[src/rtl/gb_oam_dma_arbiter.sv]
// Memory bus arbiter between the CPU port and a Game Boy style OAM DMA engine.
// A write to the DMA register copies DMA_LEN bytes from {page,8'h00} to DEST_BASE.
module gb_oam_dma_arbiter #(
    parameter int unsigned DMA_LEN      = 160,
    parameter logic [15:0] DEST_BASE    = 16'hFE00,
    parameter logic [15:0] DMA_REG_ADDR = 16'hFF46,
    parameter logic [7:0]  OPEN_BUS     = 8'hFF
) (
    input  logic        iClock,
    input  logic        iReset,
    input  logic [15:0] iCpuAddr,
    input  logic [7:0]  iCpuData,
    input  logic        iCpuWe,
    output logic [7:0]  oCpuData,
    output logic [15:0] oMemAddr,
    output logic [7:0]  oMemData,
    output logic        oMemWe,
    input  logic [7:0]  iMemData,
    output logic        oDmaActive
);

    localparam int unsigned IDX_W     = 8;
    localparam logic [IDX_W-1:0] LAST_IDX  = IDX_W'(DMA_LEN - 1);
    localparam logic [7:0]       ECHO_BASE = 8'hE0;
    localparam logic [7:0]       ECHO_OFS  = 8'h20;

    typedef enum logic [1:0] {
        ST_IDLE  = 2'd0,
        ST_SETUP = 2'd1,
        ST_RD    = 2'd2,
        ST_WR    = 2'd3
    } state_e;

    state_e             state_q, state_d;
    logic [7:0]         dma_reg_q, dma_reg_d;
    logic [7:0]         src_hi_q, src_hi_d;
    logic [IDX_W-1:0]   idx_q, idx_d;
    logic [7:0]         byte_q, byte_d;

    logic               reg_hit;
    logic               start;
    logic [7:0]         src_hi_remap;
    logic               dma_owns_bus;

    assign reg_hit      = (iCpuAddr == DMA_REG_ADDR);
    assign start        = iCpuWe && reg_hit;
    // Echo RAM (E000-FDFF) mirrors C000-DDFF
    assign src_hi_remap = (iCpuData >= ECHO_BASE) ? (iCpuData - ECHO_OFS) : iCpuData;
    // Reset forces pass-through even while the state register still holds a DMA state
    assign dma_owns_bus = iReset && (state_q != ST_IDLE);

    // State and datapath registers
    always_ff @(posedge iClock) begin
        if (!iReset) begin
            state_q   <= ST_IDLE;
            dma_reg_q <= 8'h00;
            src_hi_q  <= 8'h00;
            idx_q     <= '0;
            byte_q    <= 8'h00;
        end else begin
            state_q   <= state_d;
            dma_reg_q <= dma_reg_d;
            src_hi_q  <= src_hi_d;
            idx_q     <= idx_d;
            byte_q    <= byte_d;
        end
    end

    // Next-state logic; a register write starts or restarts the copy from any state
    always_comb begin
        state_d   = state_q;
        dma_reg_d = dma_reg_q;
        src_hi_d  = src_hi_q;
        idx_d     = idx_q;
        byte_d    = byte_q;

        case (state_q)
            ST_IDLE:  state_d = ST_IDLE;
            ST_SETUP: state_d = ST_RD;
            ST_RD: begin
                byte_d  = iMemData;
                state_d = ST_WR;
            end
            ST_WR: begin
                if (idx_q == LAST_IDX) begin
                    state_d = ST_IDLE;
                end else begin
                    idx_d   = idx_q + IDX_W'(1);
                    state_d = ST_RD;
                end
            end
            default: state_d = ST_IDLE;
        endcase

        if (start) begin
            dma_reg_d = iCpuData;
            src_hi_d  = src_hi_remap;
            idx_d     = '0;
            state_d   = ST_SETUP;
        end
    end

    // Bus mux: CPU pass-through unless the DMA owns the bus
    always_comb begin
        oMemAddr   = iCpuAddr;
        oMemData   = iCpuData;
        oMemWe     = iCpuWe && !reg_hit;
        oCpuData   = reg_hit ? dma_reg_q : iMemData;
        oDmaActive = dma_owns_bus;

        if (dma_owns_bus) begin
            oMemWe   = 1'b0;
            oCpuData = reg_hit ? dma_reg_q : OPEN_BUS;
            case (state_q)
                ST_RD: begin
                    oMemAddr = {src_hi_q, idx_q};
                end
                ST_WR: begin
                    oMemAddr = DEST_BASE + 16'(idx_q);
                    oMemData = byte_q;
                    oMemWe   = 1'b1;
                end
                default: begin
                    oMemAddr = iCpuAddr;
                end
            endcase
        end
    end

endmodule
[config.mk]
export PLATFORM = sky130hd
export DESIGN_NAME = gb_oam_dma_arbiter
export DESIGN_NICKNAME = d
export VERILOG_FILES = /design/src/rtl/gb_oam_dma_arbiter.sv
export SDC_FILE = /design/constraint.sdc
export NUM_CORES = 1
export LEC_CHECK = 0
export ABC_CLOCK_PERIOD_IN_PS = 2600
export CAP_MARGIN = 20
export CELL_PAD_IN_SITES_DETAIL_PLACEMENT = 1
export CELL_PAD_IN_SITES_GLOBAL_PLACEMENT = 2
export CORE_UTILIZATION = 23
export CTS_CLUSTER_DIAMETER = 60
export CTS_CLUSTER_SIZE = 40
export DETAILED_ROUTE_END_ITERATION = 10
export MAX_ROUTING_LAYER = met4
export PLACE_DENSITY = 0.9
export SETUP_SLACK_MARGIN = 0.15
export SLEW_MARGIN = 30
export SYNTH_ARGS = -nofsm -noshare
export SYNTH_HDL_FRONTEND = slang
export SYNTH_SLANG_ARGS = --single-unit
[constraint.sdc]
create_clock -name iClock -period 2.6 [get_ports iClock]
set_input_delay 0.39 -clock iClock [delete_from_list [all_inputs] [get_ports iClock]]
set_output_delay 0.39 -clock iClock [all_outputs]
set_load 0.005 [all_outputs]
# Word-level counts from Yosys, hierarchy flattened
# Index checks and enable logic that the tools add are counted.
# word_totals
register_bits	34
inputBits	35
output_inout_bits	34
# classes
addsub	3
magnitude_cmp	1
eq_ne	5
n_mux	13
n_bitwise	2
n_reduce_logical	8
# op_table
operator	n
2-to-1 mux 8 bit	6
case mux 16 bit (2 select lines)	1
equality test 16 bit (second input constant)	1
2-to-1 mux 16 bit	1
adder 10 x 9 -> 11 bit (first input constant)	1
adder 8 x 1 -> 8 bit (second input constant)	1
equality test 8 bit (second input constant)	1
greater-or-equal comparator 8 bit (second input constant)	1
case mux 2 bit (4 select lines)	1
subtractor 8 x 6 -> 8 bit (second input constant)	1
equality test 2 bit (second input constant)	2
logical AND 1 bit	3
2-to-1 mux 1 bit	3
equality test 2 x 1 -> 1 bit (second input constant)	1
logical NOT 2 bit	1
2-to-1 mux 2 bit	1
NOT 1 bit	2
AND reduction 2 bit	1
nonzero test 2 bit	1
OR reduction 2 bit	1
logical NOT 1 bit	1

# Logic depth before layout (Yosys ltp)
# logic_depth
depth_word	4
mapped_depth	6
depth_no_buf	5

# Worst setup path before layout
# OpenSTA, ideal clock, no wires.
# synth_path
kind	input -> output
start	in iCpuAddr[5]
end	out oCpuData[6]
arrival_time_ns	1.859
t_required_ns	2.210
slack_ns	0.351
path_stages	5
cell_sequence	or4b_1 -> or4_1 -> buf_6 -> buf_2 -> a21oi_1
# synth_between
elab_chain_cells	3
word_cells_on_any_way	4
cone_classes	1 x eq/ne; 3 x mux
# synth_rtl
item	line_no	rtl
from (decl)	11	input logic [15:0] iCpuAddr,
equality test 16 bit (*)	45	assign reg_hit = (iCpuAddr == DMA_REG_ADDR);
2-to-1 mux 8 bit, on equally long branches	108, 113	
2-to-1 mux 8 bit (*)	111	if (dma_owns_bus) begin
to (decl)	14	output logic [7:0] oCpuData,
# Every way passes the cells marked *; elsewhere a longest branch is shown, timed or not.

# Worst setup path after layout
# layout_path
start	in iCpuAddr[5]
end	out oCpuData[5]
# The elaborated chain is that of the path after synthesis.

==> results.yml <==
run_status:
  status: "finished, final reports clean"
place:
  io_buffers: 68
  placed_cell_area_sq_um: 2620
  dp_hpwl_mm: 4.52
  gp_congestion: 0.741
logic_synthesis:
  syn_inst: 225
  synth_cell_type_count: 37
  syn_nets: 262
  synth_top_area_cell: "dfxtp_1"
  synth_top_area_frac: 0.334
  synthTopCellsByArea: "dfxtp_1 (33%), nand2_1 (11%), mux2_2 (9.7%), mux2i_1 (7.5%), nor2_1 (7.1%)"
  synth.top_cells.by_count: "nand2_1 (52), nor2_1 (33), dfxtp_1 (29)"
  syn_avg_cell_area_sq_um: 7.73
  synth_seq_cells: 29
  ys.flop_type: "dfxtp_1"
  yosysWarnings: 0
  yosysSeqAreaShare: 0.334
  synth_edf_count: 0
  syn_area_sq_um: 1740
  yosysMostFrequentCell: "nand2_1"
  synth-async-reset-ratio: 0
timing:
  relSlewSlack: 0.507
  fin_skew_ns: 0.00909
  rsz0062_at_grt: "yes"
  tightest_slew_ns: 0.739
  period_minus_slack_ns: 2.48
  hold_viol: 0
  setup_violations: 0
  finalCritPeriodShare: 0.954
  slew_viol_final: 0
  fmax_mhz: 403
  setup_tns_ns: 0
critical_path:
  reg2reg_slack_ns: 1.04
  r2r-end: "byte_q[3]"
  critPathCapture: "oCpuData[5]"
  r2r_cells: 4
  crit_required_ns: 2.21
  start_kind: "primary input"
  timing.rr.start: "state_q[0]"
  worst_setup_path_end_kind: "primary output"
  crit_path_start: "iCpuAddr[5]"
  path_class: "primary input to primary output"
  cp_max_fo: 7
  worstPathArrival_ns: 2.09
clock_tree:
  tritoncts: "yes"
  cts.htree.levels: 2
  cts_hold_buf: 0
  cts-root-buf: "clkbuf_8"
  cts-buffers-inserted: 5
  insertion_delay_ns: 0.28
  clockBufferDepth: 2
  cts.reportedPaths.clkPinSlew_ns: 0.06
  clock-sinks: 29
drt:
  wl_per_cell_um: 14.8
  wl_mm: 6.03
  drc_errors: 0
  vias: 1900
  antenna_left: 0
  drt_iter0_markers: 101
  drt-pass1-iter-count: 4
  vias_per_cell: 4.67
global_route:
  grt_pass1_vias: 1909
  grt_pass1_wl_mm: 9.50
  antenna_found_initial: 0
  grt_max_degree: 26
  grt-ovfl-total: 0
  grt_util_all_layers: 0.164
floorplanning:
  dieArea_sq_um: 7910
  ioPinCount: 69
  die_h_um: 89.0
  initial_core_util: 0.239
  core_sq_um: 7290
  num_rows: 31
  die_x_um: 89.0
pwr:
  p_per_area_nw_per_um2: 385
  peakVddDrop_uv: 168
  leakage_nw: 1.11
layout:
  multiInputGateArea_sq_um: 1150
  layout-drive-gt1-share: 0.244
  finalNetCount: 344
  area_delta_synth_final_pct: 64.2
  nFillCells: 898
  stdcell_area_sq_um: 2860
  num_antenna_cells: 0
  regArea_sq_um: 581
run:
  cap_viol_max_count: 0
min_path:
  hold_path_class: "flip-flop to flip-flop"
==> cell families (layout without fill, tap and decap cells) <==
| kind of cell | after synthesis | after routing | synth area share |
|---|---|---|---|
| AND/OR/NAND/NOR | 108 | 108 | 0.278 |
| AO/OA/AOI/OAI | 36 | 36 | 0.131 |
| flip-flops | 29 | 29 | 0.334 |
| multiplexers | 28 | 28 | 0.172 |
| buffers and inverters | 19 | 102 | 0.0554 |
| XOR/XNOR | 3 | 3 | 0.0151 |
| adder cells (fa/ha/maj) | 2 | 2 | 0.0144 |
==> registers in the layout (all words and copies together), names as in the netlist <==
| name | flops |
|---|---|
| idx_q | 8 |
| dma_reg_q | 8 |
| byte_q | 8 |
| src_hi_q | 3 |
| state_q | 2 |
==> critical path: stages <==
cell and delay [ns]:
buf_6 0.09, or4b_1 0.52, or4_4 0.52, buf_12 0.16, buf_12 0.14, nor2_4 0.10
a21oi_2 0.03, buf_2 0.13
==> area by class of cell <==
type | count | area share
Timing Repair Buffer | 90 | 0.304
Clock buffer | 7 | 0.0302
Clock inverter | 1 | 0.0105
Inverter | 4 | 0.00526
Sequential cell | 29 | 0.203
Multi-Input combinational cell | 177 | 0.404
Tap cell | 99 | 0.0434
==> worst min-delay path by stage <==
stage	from	end	depth (start not counted)
after floorplan	dma_reg_q[5]	dma_reg_q[5]	2
after global placement	src_hi_q[7]	src_hi_q[7]	2
after detailed placement	byte_q[5]	byte_q[5]	2
after CTS	byte_q[5]	byte_q[5]	2
after global routing	byte_q[5]	byte_q[5]	2
final	byte_q[5]	byte_q[5]	2
==> report_power, final <==
group | switching (W) | internal [W]
clock network | 0.000176 | 0.000312
logic | 0.0000614 | 0.000106
registers | 0.00000000337 | 0.000444
==> cells in the final DEF, fill, tap and decap left out, types with 2 or more instances in the layout <==
master,n
a21boi_0,8
a21oi_1,3
a21oi_2,7
buf_12,5
buf_2,9
buf_4,16
buf_6,2
clkbuf_8,6
clkdlybuf4s50_1,44
dfxtp_1,29
dlygate4sd2_1,11
ha_1,2
inv_1,4
mux2_2,15
mux2i_1,13
nand2_1,52
nand2b_1,2
nand3_1,7
nand4_1,3
nand4bb_1,2
nor2_1,25
nor2_4,8
nor3_1,2
o21a_1,2
o21ai_0,9
xnor2_1,2
==> timing repair <==
| action | CTS | global route |
|---|---|---|
| pin swaps | 7 | 4 |
| setup buffers | 3 | 0 |
| resized for setup | 71 | 18 |
| gates cloned | 1 | 0 |
| setup endpoints to repair | 34 | 9 |
==> metrics by stage <==
step	setup WS, ns	hold WS (ns)	std cells	total power [W]	util
CTS	0.143	0.467	407	0.00111	0.384
finish	0.121	0.463	407	0.00110	0.392
detailed placement	-0.541	0.459	395	0.000633	0.360
global route	0.0892	0.487	407	0.00114	0.392
floorplan	0.351	0.435	225	0.000503	-
global placement	-0.471	0.445	395	0.000630	0.360
==> layer usage <==
metal	vias to the layer above	global-route usage	share of wire
li1	926	-	-
met1	905	0.205	0.47
met2	64	0.271	0.46
met3	5	0.0351	0.059
met4	0	0.0390	0.0093
met5	-	-	0
Note: power is estimated with default switching activity, not from simulation.
